$ cat src/rtl/reg_pipe_if.sv
// Bus bundle for reg_pipe: stage-0 inputs, stage-(DEPTH-1) outputs and occupancy status.
// DV qualifies D and QV qualifies Q. There is no ready signal; the pipe never back-pressures.
interface reg_pipe_if #(
    parameter int WIDTH = 4,
    parameter int DEPTH = 4
);
    localparam int CW = $clog2(DEPTH + 1);

    logic             ENABLED;
    logic             CLEAR;
    logic [WIDTH-1:0] D;
    logic             DV;
    logic [WIDTH-1:0] Q;
    logic             QV;
    logic [CW-1:0]    COUNT;
    logic             FULL;
    logic             EMPTY;
    // Per-stage valid bits, exposed so checkers can observe occupancy directly
    logic [DEPTH-1:0] stage_valid;

    modport master (
        output ENABLED, CLEAR, D, DV,
        input  Q, QV, COUNT, FULL, EMPTY, stage_valid
    );

    modport slave (
        input  ENABLED, CLEAR, D, DV,
        output Q, QV, COUNT, FULL, EMPTY, stage_valid
    );
endinterface

$ cat src/rtl/reg_pipe.sv
// DEPTH-stage enabled register pipeline with a travelling valid bit and a registered
// occupancy counter; Q/QV come straight from the last stage's registers.
module reg_pipe #(
    parameter int WIDTH = 4,
    parameter int DEPTH = 4
) (
    input  logic      CLK,
    input  logic      RESET,
    reg_pipe_if.slave bus
);
    localparam int CW = $clog2(DEPTH + 1);

    logic [WIDTH-1:0] data_q [DEPTH];
    logic [DEPTH-1:0] valid_q;
    logic [CW-1:0]    count_q;

    always_ff @(posedge CLK or posedge RESET) begin
        if (RESET) begin
            for (int k = 0; k < DEPTH; k++) data_q[k] <= '0;
            valid_q <= '0;
            count_q <= '0;
        end else if (bus.CLEAR) begin
            for (int k = 0; k < DEPTH; k++) data_q[k] <= '0;
            valid_q <= '0;
            count_q <= '0;
        end else if (bus.ENABLED) begin
            data_q[0]  <= bus.D;
            valid_q[0] <= bus.DV;
            for (int k = 1; k < DEPTH; k++) begin
                data_q[k]  <= data_q[k-1];
                valid_q[k] <= valid_q[k-1];
            end
            // One in and one out cancel; the counter cannot leave 0..DEPTH
            count_q <= count_q + CW'(bus.DV) - CW'(valid_q[DEPTH-1]);
        end
    end

    assign bus.Q           = data_q[DEPTH-1];
    assign bus.QV          = valid_q[DEPTH-1];
    assign bus.COUNT       = count_q;
    assign bus.FULL        = (count_q == CW'(DEPTH));
    assign bus.EMPTY       = (count_q == '0);
    assign bus.stage_valid = valid_q;
endmodule

$ cat src/flat_wrapper.sv
// flat-port wrapper written by rule: the top's interface ports become plain ports
module reg_pipe_flat 
#(
    parameter int WIDTH = 4,
    parameter int DEPTH = 4
)
  (CLK, RESET, bus_ENABLED, bus_CLEAR, bus_D, bus_DV, bus_Q, bus_QV, bus_COUNT, bus_FULL, bus_EMPTY, bus_stage_valid);
  reg_pipe_if #(.WIDTH(WIDTH), .DEPTH(DEPTH)) bus_i ();
  input  logic CLK;
  input  logic RESET;
  input wire logic [$bits(bus_i.ENABLED)-1:0] bus_ENABLED;
  input wire logic [$bits(bus_i.CLEAR)-1:0] bus_CLEAR;
  input wire logic [$bits(bus_i.D)-1:0] bus_D;
  input wire logic [$bits(bus_i.DV)-1:0] bus_DV;
  output wire logic [$bits(bus_i.Q)-1:0] bus_Q;
  output wire logic [$bits(bus_i.QV)-1:0] bus_QV;
  output wire logic [$bits(bus_i.COUNT)-1:0] bus_COUNT;
  output wire logic [$bits(bus_i.FULL)-1:0] bus_FULL;
  output wire logic [$bits(bus_i.EMPTY)-1:0] bus_EMPTY;
  output wire logic [$bits(bus_i.stage_valid)-1:0] bus_stage_valid;
  assign bus_i.ENABLED = bus_ENABLED;
  assign bus_i.CLEAR = bus_CLEAR;
  assign bus_i.D = bus_D;
  assign bus_i.DV = bus_DV;
  assign bus_Q = bus_i.Q;
  assign bus_QV = bus_i.QV;
  assign bus_COUNT = bus_i.COUNT;
  assign bus_FULL = bus_i.FULL;
  assign bus_EMPTY = bus_i.EMPTY;
  assign bus_stage_valid = bus_i.stage_valid;
  reg_pipe #(.WIDTH(WIDTH), .DEPTH(DEPTH)) u_core (.CLK(CLK), .RESET(RESET), .bus(bus_i));
endmodule
$ cat config.mk
export PLATFORM = sky130hd
export DESIGN_NAME = reg_pipe_flat
export DESIGN_NICKNAME = d
export VERILOG_FILES = /design/src/rtl/reg_pipe_if.sv /design/src/rtl/reg_pipe.sv /design/src/flat_wrapper.sv
export SDC_FILE = /design/constraint.sdc
export NUM_CORES = 1
export LEC_CHECK = 0
export CELL_PAD_IN_SITES_DETAIL_PLACEMENT = 1
export CELL_PAD_IN_SITES_GLOBAL_PLACEMENT = 1
export CORE_AREA = 8 8 61 73
export CTS_CLUSTER_DIAMETER = 200
export DETAILED_ROUTE_END_ITERATION = 10
export DIE_AREA = 0 0 69 81
export PLACE_DENSITY_LB_ADDON = 0.1
export RECOVER_POWER = 25
export SLEW_MARGIN = 10
export SYNTH_ARGS = -nofsm -noshare
export SYNTH_HDL_FRONTEND = slang
export SYNTH_SLANG_ARGS = --single-unit
$ cat constraint.sdc
create_clock -name CLK -period 1.75 [get_ports CLK]
set_input_delay 0.175 -clock CLK [delete_from_list [all_inputs] [get_ports CLK]]
set_output_delay 0.175 -clock CLK [all_outputs]
set_load 0.05 [all_outputs]
# After elaboration in Yosys (flattened, before gate mapping)
# Index checks and enable logic that the tools add are counted.
# W data, S select, Z words.
dict set report word_totals {
  ff_bits 23
  latchBits 0
  ram_bits 0
  mem_bits_ro 0
  inputBits 9
  output_inout_bits 14
  elab_cells 17
  memories 0
}
dict set report classes {
  n_addsub 2
  n_mul 0
  div_mod_pow 0
  n_lt_le_gt_ge 0
  n_eq_ne 1
  shift 0
  mux 6
  bitwise 0
  reduce_logical 2
}
# cell count
set op_table {}
lappend op_table {{$mux W16} 2}
lappend op_table {{$mux W4} 2}
lappend op_table {{$mux W3} 2}
lappend op_table {{$add A3 B1 Y3} 1}
lappend op_table {{$eq A3 B3 Y1 const B} 1}
lappend op_table {{$logic_not A3 Y1} 1}
lappend op_table {{$sub A3 B1 Y3} 1}
lappend op_table {{$reduce_bool A2 Y1} 1}

# Logic depth before layout (Yosys ltp)
# Gate-level depths: netlist of run 1.
dict set report logic_depth {
  word_depth 4
  ltp_mapped 9
  mapped_depth_nobuf 9
}

# Least setup slack after synthesis of run 1
# No wires, ideal clock.
dict set report synth_path {
  path_type {reg-to-reg}
  start {register u_core.count_q[0], in the netlist u_core.bus.COUNT[0]}
  end {register u_core.count_q[2], in the netlist u_core.bus.COUNT[2]}
  setup_ps 120
  arrival_ps 2023
  t_required_ps 1630
  slack_ps -393
  stages_incl_launch_ff 10
  path_buffers 0
  synth_period_minus_slack_ps 2143
  path_cell_list {dfrtp_1 > inv_1 > ha_1 > inv_1 > ha_1 > inv_1 > fa_1 > xor2_1 > a21oi_1 > a31o_1}
}
dict set report synth_between {
  elab_chain_len 4
}
# element line
set synth_lines {}
lappend synth_lines {{start, declared} reg_pipe.sv:15} ;# logic [CW-1:0] count_q;
lappend synth_lines {{start signal, assigned} reg_pipe.sv:34} ;# count_q <= count_q + CW'(bus.DV) - CW'(valid_q[DEPTH-1]);
lappend synth_lines {{$add A3 B1 Y3} reg_pipe.sv:34}
lappend synth_lines {{$sub A3 B1 Y3} reg_pipe.sv:34}
lappend synth_lines {{$mux W3} reg_pipe.sv:26} ;# end else if (bus.ENABLED) begin
lappend synth_lines {{$mux W3} reg_pipe.sv:22} ;# end else if (bus.CLEAR) begin
# Every way passes these cells. The select of a mux whose other input is x is not followed.
# A chain may end at the register's enable or synchronous reset.

# Worst setup path in the final report of run 1
dict set report layout_path {
  start {register u_core.valid_q[3], in the netlist u_core.bus.stage_valid[3]}
  end {register u_core.count_q[2], in the netlist u_core.bus.COUNT[2]}
}
dict set report layout_between {
  elab_chain_len 3
}
# element line
set layout_lines {}
lappend layout_lines {{start, declared} reg_pipe.sv:14} ;# logic [DEPTH-1:0] valid_q;
lappend layout_lines {{start signal, assigned by index} reg_pipe.sv:31} ;# valid_q[k] <= valid_q[k-1];
lappend layout_lines {{$sub A3 B1 Y3} reg_pipe.sv:34}
lappend layout_lines {{$mux W3} reg_pipe.sv:26}
lappend layout_lines {{$mux W3} reg_pipe.sv:22}
# Every way passes these cells. The select of a mux whose other input is x is not followed.

==> out/qor.csv, run 1 <==
metric,value,unit
outcome,"finished, violations left",
violated checks,setup timing,
Reg2Reg Launch Point,u_core.bus.stage_valid[3],
fillers,371,
simple-gate share of the synthesized area,9.88,%
M1 wire length,1040,µm
synthesized netlist net count,104,
Final min period,1770,ps
Synth Register Bits,23,
DP Wirelength,1580,µm
Post-Syn Area,1060,µm²
placed instance area,1310,µm²
final hold viol count,0,
post-synthesis cell type count,16,
CP endpoint,u_core.bus.COUNT[2],
DRC violations left,0,
Antenna Violating Nets Remaining,0,
Flop pwr share,51.4,%
Setup Skew,0.985,ps
initial antenna violation count,0,
hold buffer count at CTS,0,
maxcap violations,0,
post-route cell area,1380,µm²
Layout area overhead,29.8,%
I/O Buffers,22,
Hold Crit Class,input pin to asynchronous set/reset pin,
drt first pass iters,4,
layout cells sized above 1,24.8,%
"CTS clk-pin slew, worst paths",90,ps
xor-xnor portion of the synthesized cell area,0.824,%
"setup slack, reg-to-reg",-20,ps
Core Box Area,3280,µm²
largest family of logic cells by synthesized area,multiplexers,
RSZ-0062 raised after global routing,yes,
Max-slew headroom,46.9,%
CP startpoint,u_core.bus.stage_valid[3],
post-route insts no fill,150,
maximum VDD drop,0.000493,V
clock tree buffer depth,2,
top cell family by delay on the critical path,adder cells,
post-synthesis adder-cell area fraction,4.24,%
combinational power share,17.7,%
CP cell instances,"ha_4, inv_2, ha_4, inv_2, fa_2, xor2_2, a21oi_2, a31o_1",
Final Max Tran Viols,0,
final wirelength,2160,µm
Required @ worst endpoint,1910,ps
Via density,4.69,
met3 wire len,112,µm
DR iter-0 viols,30,
"Clk Latency, worst-skew pair",270,ps
reg-to-reg endpoint,u_core.bus.COUNT[2],
register area share after synthesis,54.1,%
row cnt,23,
first-pass GRT wire length,3660,µm
Yosys warning count,0,
CP Buf/Inv Count,2,
CP max-delay cell,dfrtp_2,
CTS Buf Count,3,
PD cells,794,nW/µm²
Root Buffer Master,clkbuf_8,
switching pwr,0.309,mW
CP peak stage delay,440,ps
f_max,564,MHz
final worst slack,-22.5,ps
R2R depth,8,
period utilization,101,%
starting density of the core,32.4,%
largest net degree at the start of global routing,25,
Setup Viol. Count Final,1,
die area,5590,µm²
cells taking the most area after synthesis,"dfrtp_1 (54%), mux2i_1 (21%), nor2_1 (8.1%)",
internal power,0.787,mW
Crit. End Element,register,
Diodes inserted,0,
Pleak,0.688,nW
Arrival @ worst endpoint,1930,ps
"critical path fanouts, max",2,
Die W,69,µm
Nets,126,
top-area cell type share of the netlist area,54.1,%
switching share of total power,28.2,%
DR top layer,met4,
clock power share,31.0,%
H-tree levels,1,
proportion of synthesized area in mux cells,20.7,%
DR vias,703,
number of global-route vias before repair,744,
post-CTS setup buffer count,0,
Die Y,81,µm
CTS tree,done,
GP Congestion,0.672,
routed length per placed instance,14.4,µm
Mean Syn Cell Area,11.6,µm²
placed cells,146,
Met2 Wirelength,982,µm
# IOs,23,
CP Launch Type,register,
GRT Overall Usage,7.92,%
clk sink count,23,
Synth Area in Compound Gates,1.29,%
Least-Margin Pin Slew,797,ps
grt ovf,0,
Synth area leader,dfrtp_1,
Syn Inst Count,92,
Worst path depth,8,
CP Class,register to register,
-- synth_stat cells --
library cell,number
ha_1,2
buf_6,2
buf_2,1
xor2_1,1
nor3b_1,1
inv_1,5
mux2i_1,22
nand2b_1,1
buf_4,6
clkbuf_1,1
fa_1,1
dfrtp_1,23
nor3_1,1
a21oi_1,1
a31o_1,1
nor2_1,23
-- area by class of cell --
cell class                      count  area (µm²)  area share (%)
Sequential cell                    23         578            41.9
Inverter                            5        18.8            1.36
Clock inverter                      1        5.00           0.363
Tap cell                           37        46.3            3.35
Clock buffer                        3        41.3            2.99
Multi-Input combinational cell     54         442            32.0
Timing Repair Buffer               27         249            18.0
-- registers in the layout, summed over array words and instances, names as in the netlist --
| signal | flops |
|---|---|
| u_core.bus.COUNT | 3 |
| u_core.bus.Q | 4 |
| u_core.bus.stage_valid | 4 |
| u_core.data_q | 12 |
-- power groups by stage --
stage / logic [mW] / clock network, mW / registers [mW]
floorplan: 0.100 / 0 / 0.597
global placement: 0.187 / 0 / 0.572
detailed placement: 0.189 / 0 / 0.573
CTS: 0.192 / 0.349 / 0.563
global route: 0.211 / 0.366 / 0.566
finish: 0.194 / 0.340 / 0.563
-- placed cells by master (no fill, tap or decap), types with 2 or more instances in the layout --
cell type,netlist,layout
ha_4,0,2
mux2i_1,22,22
clkdlybuf4s50_1,0,14
buf_4,6,10
dfrtp_2,0,2
dfrtp_1,23,21
nor2_1,23,23
clkbuf_8,0,3
inv_2,0,4
-- metal layers --
layer / GRT usage, % / up-vias
li1: - / 331
met3: 2.56 / 3
met2: 12.7 / 16
met5: 0 / -
met1: 9.77 / 353
met4: 3.08 / 0
-- cell families after synthesis --
group	Yosys count
simple gates	26
flops	23
mux	22
buf+inv	15
fa+ha+maj	3
compound gates	2
xor+xnor	1
-- what timing repair did --
item / in CTS / in global routing
setup endpoints to repair: 1 / 2
pin swaps: 2 / 1
endpoints found under the hold margin: 0 / 0
resized for setup: 3 / 5
-- metrics by stage --
stage / utilization [%] / TNS, ps / power, mW / hold slack [ps] / setup WS (ps)
3_5_place_dp: 40.0 / -110 / 0.762 / 478 / -110
2_1_floorplan: - / -249 / 0.697 / 177 / -180
4_1_cts: 41.8 / -24.1 / 1.10 / 183 / -24.1
3_3_place_gp: 40.0 / -32.2 / 0.759 / 481 / -32.2
6_report: 42.1 / -22.5 / 1.10 / 308 / -22.5
5_1_grt: 42.1 / -126 / 1.14 / 351 / -68.5
-- worst min path at each step --
stage | endpoint | slack [ps] | cells past startpoint
CTS | u_core.bus.stage_valid[1] | 180 | 2
floorplan | u_core.bus.COUNT[1] | 180 | 1
global placement | u_core.bus.stage_valid[1] | 480 | 2
detailed placement | u_core.bus.stage_valid[1] | 480 | 2
finish | u_core.bus.stage_valid[1] | 310 | 2
global route | u_core.bus.stage_valid[1] | 350 | 2
-- worst register-to-register path, stage by stage, from the launching register on --
cell and delay [ps]:
dfrtp_2 440, ha_4 240, inv_2 60, ha_4 120, inv_2 30, fa_2 340, xor2_2 180, a21oi_2 70
a31o_1 190
Power figures use the tool's default switching activity.
==> run 2: changes to the inputs <==
--- a/config.mk
+++ b/config.mk
@@ -7,10 +7,10 @@
 export LEC_CHECK = 0
 export CELL_PAD_IN_SITES_DETAIL_PLACEMENT = 1
 export CELL_PAD_IN_SITES_GLOBAL_PLACEMENT = 1
-export CORE_AREA = 8 8 61 73
+export CORE_AREA = 2 2 55 67
 export CTS_CLUSTER_DIAMETER = 200
 export DETAILED_ROUTE_END_ITERATION = 10
-export DIE_AREA = 0 0 69 81
+export DIE_AREA = 0 0 57 69
 export PLACE_DENSITY_LB_ADDON = 0.1
 export RECOVER_POWER = 25
 export SLEW_MARGIN = 10
==> out/qor.csv, run 2 (synthesized netlist as in run 1, its figures left out) <==
metric,value,unit,change
final hold viol count,0,,unchanged
clk sink count,23,,unchanged
Crit. End Element,register,,
I/O Buffers,22,,unchanged
Least-Margin Pin Slew,788,ps,-8.84 ps
"commonest non-fill, non-tap cell in the layout",nor2_1,,
PD cells,781,nW/µm²,-1.6%
Register Area,578,µm²,unchanged
CTS tree,done,,
maximum VDD drop,0.000439,V,-11%
Max-slew headroom,47.5,%,+0.59 points
Diodes inserted,0,,unchanged
Root Buffer Master,clkbuf_8,,
Nets,126,,unchanged
"Clk Latency, worst-skew pair",260,ps,about the same
Required @ worst endpoint,1900,ps,about the same
Antenna Violating Nets Remaining,0,,unchanged
post-route insts no fill,150,,unchanged
Die Y,69,µm,-15%
final wirelength,1980,µm,-8.1%
multi-input logic area,442,µm²,unchanged
DRC violations left,0,,unchanged
Final Max Tran Viols,0,,unchanged
largest net degree at the start of global routing,25,,unchanged
Layout area overhead,30.0,%,
"CTS clk-pin slew, worst paths",80,ps,about the same
starting density of the core,32.4,%,unchanged
period utilization,99.7,%,-1.6 points
clock tree buffer depth,2,,unchanged
drt first pass iters,4,,unchanged
GRT met2 Usage,18.9,%,+6.3 points
Die W,57,µm,-17%
layout cells sized above 1,23.9,%,-0.88 points
DP Wirelength,1430,µm,-9.2%
number of global-route vias before repair,777,,+4.4%
fillers,366,,-1.3%
DR iter-0 viols,17,,-43%
row cnt,23,,unchanged
met1 Use GR,14.4,%,+4.6 points
Setup Skew,0.815,ps,-0.170 ps
GRT Overall Usage,11.3,%,+3.3 points
M3 GR Usage,2.06,%,-0.49 points
"critical path fanouts, max",2,,unchanged
CP Launch Type,register,,
H-tree levels,1,,unchanged
hold_ws,312,ps,+3.70 ps
Core Box Area,3280,µm²,unchanged
routed length per placed instance,13.2,µm,-8.1%
DR vias,689,,-2.0%
hold buffer count at CTS,0,,unchanged
outcome,"complete, no violations",,
Pleak,0.686,nW,-0.29%
initial antenna violation count,0,,unchanged
Arrival @ worst endpoint,1900,ps,-30 ps
RSZ-0062 raised after global routing,yes,,
max reg flops,12,,unchanged
die area,3930,µm²,-30%
most frequent cells in the layout,"nor2_1 (23), mux2i_1 (22), dfrtp_1 (21), clkdlybuf4s50_1 (15), buf_4 (9)",,
CTS Buf Count,3,,unchanged
largest reg by FF count,u_core.data_q,,
maxcap violations,0,,unchanged
GR peak layer,met2,,
Final min period,1750,ps,-27.3 ps
Setup Viol. Count Final,0,,-1
first-pass GRT wire length,3600,µm,-1.5%
Hold Crit Class,input pin to asynchronous set/reset pin,,
f_max,573,MHz,+1.6%
CP Class,register to register,,
Via density,4.59,,-2.0%
GP Congestion,0.671,,-0.15%
placed cells,146,,unchanged
# IOs,23,,unchanged
grt ovf,0,,unchanged
## run 2: cell type report
cell class                      instances  area share [%]
Clock buffer                            3            2.99
Clock inverter                          1           0.362
Inverter                                5            1.36
Multi-Input combinational cell         54            31.9
Sequential cell                        23            41.8
Tap cell                               37            3.35
Timing Repair Buffer                   27            18.2
## run 2: critical path, cell delays in order (launching register included)
cell     delay [ps]
dfrtp_2         420
inv_2            70
ha_4            190
inv_2            60
ha_4            120
inv_2            30
fa_2            340
xor2_2          170
a21oi_2          70
a31o_1          180
## run 2: power breakdown
part,switching [mW],internal [mW]
clock,0.167,0.159
sequential,0.0142,0.549
combinational,0.113,0.0798
total,0.293,0.787
## run 2: per-stage QoR
step	worst slack, ps	setup TNS [ps]	instance area [µm²]	utilization, %	power (mW)
final	4.82	0	1380	42.1	1.08
after global routing	-71.2	-115	1380	42.1	1.14
after CTS	-22.1	-23.7	1360	41.5	1.10
after detailed placement	-61.1	-61.1	1310	40.0	0.763
after global placement	-25.8	-25.8	1310	40.0	0.759
after floorplan	-180	-249	1090	-	0.697
## run 2: worst paths after layout
check	cells after the start	to	start	slack, ps
max in group asynchronous	3	u_core.data_q[11]	RESET	420
worst min-delay path	2	u_core.bus.stage_valid[0]	RESET	310
min in group CLK	3	u_core.data_q[13]	bus_D[1]	520
worst min register to register	2	u_core.data_q[14]	u_core.data_q[14]	530
worst max register to register	9	u_core.bus.COUNT[2]	u_core.bus.COUNT[0]	5
worst max-delay path	9	u_core.bus.COUNT[2]	u_core.bus.COUNT[0]	5
## run 2: metal layers
layer  up-vias  part of all wire [%]
li1        333                     -
met1       341                    45
met2        15                    50
met3         0                   4.9
met4         0                     0
met5         -                     0
## run 2: repair_timing
| item | in CTS | in global routing |
|---|---|---|
| resized for setup | 1 | 7 |
| pin swaps | 2 | 1 |
| buffers inserted | 0 | 0 |
| cloned | 0 | 0 |
| setup endpoints to repair | 1 | 2 |
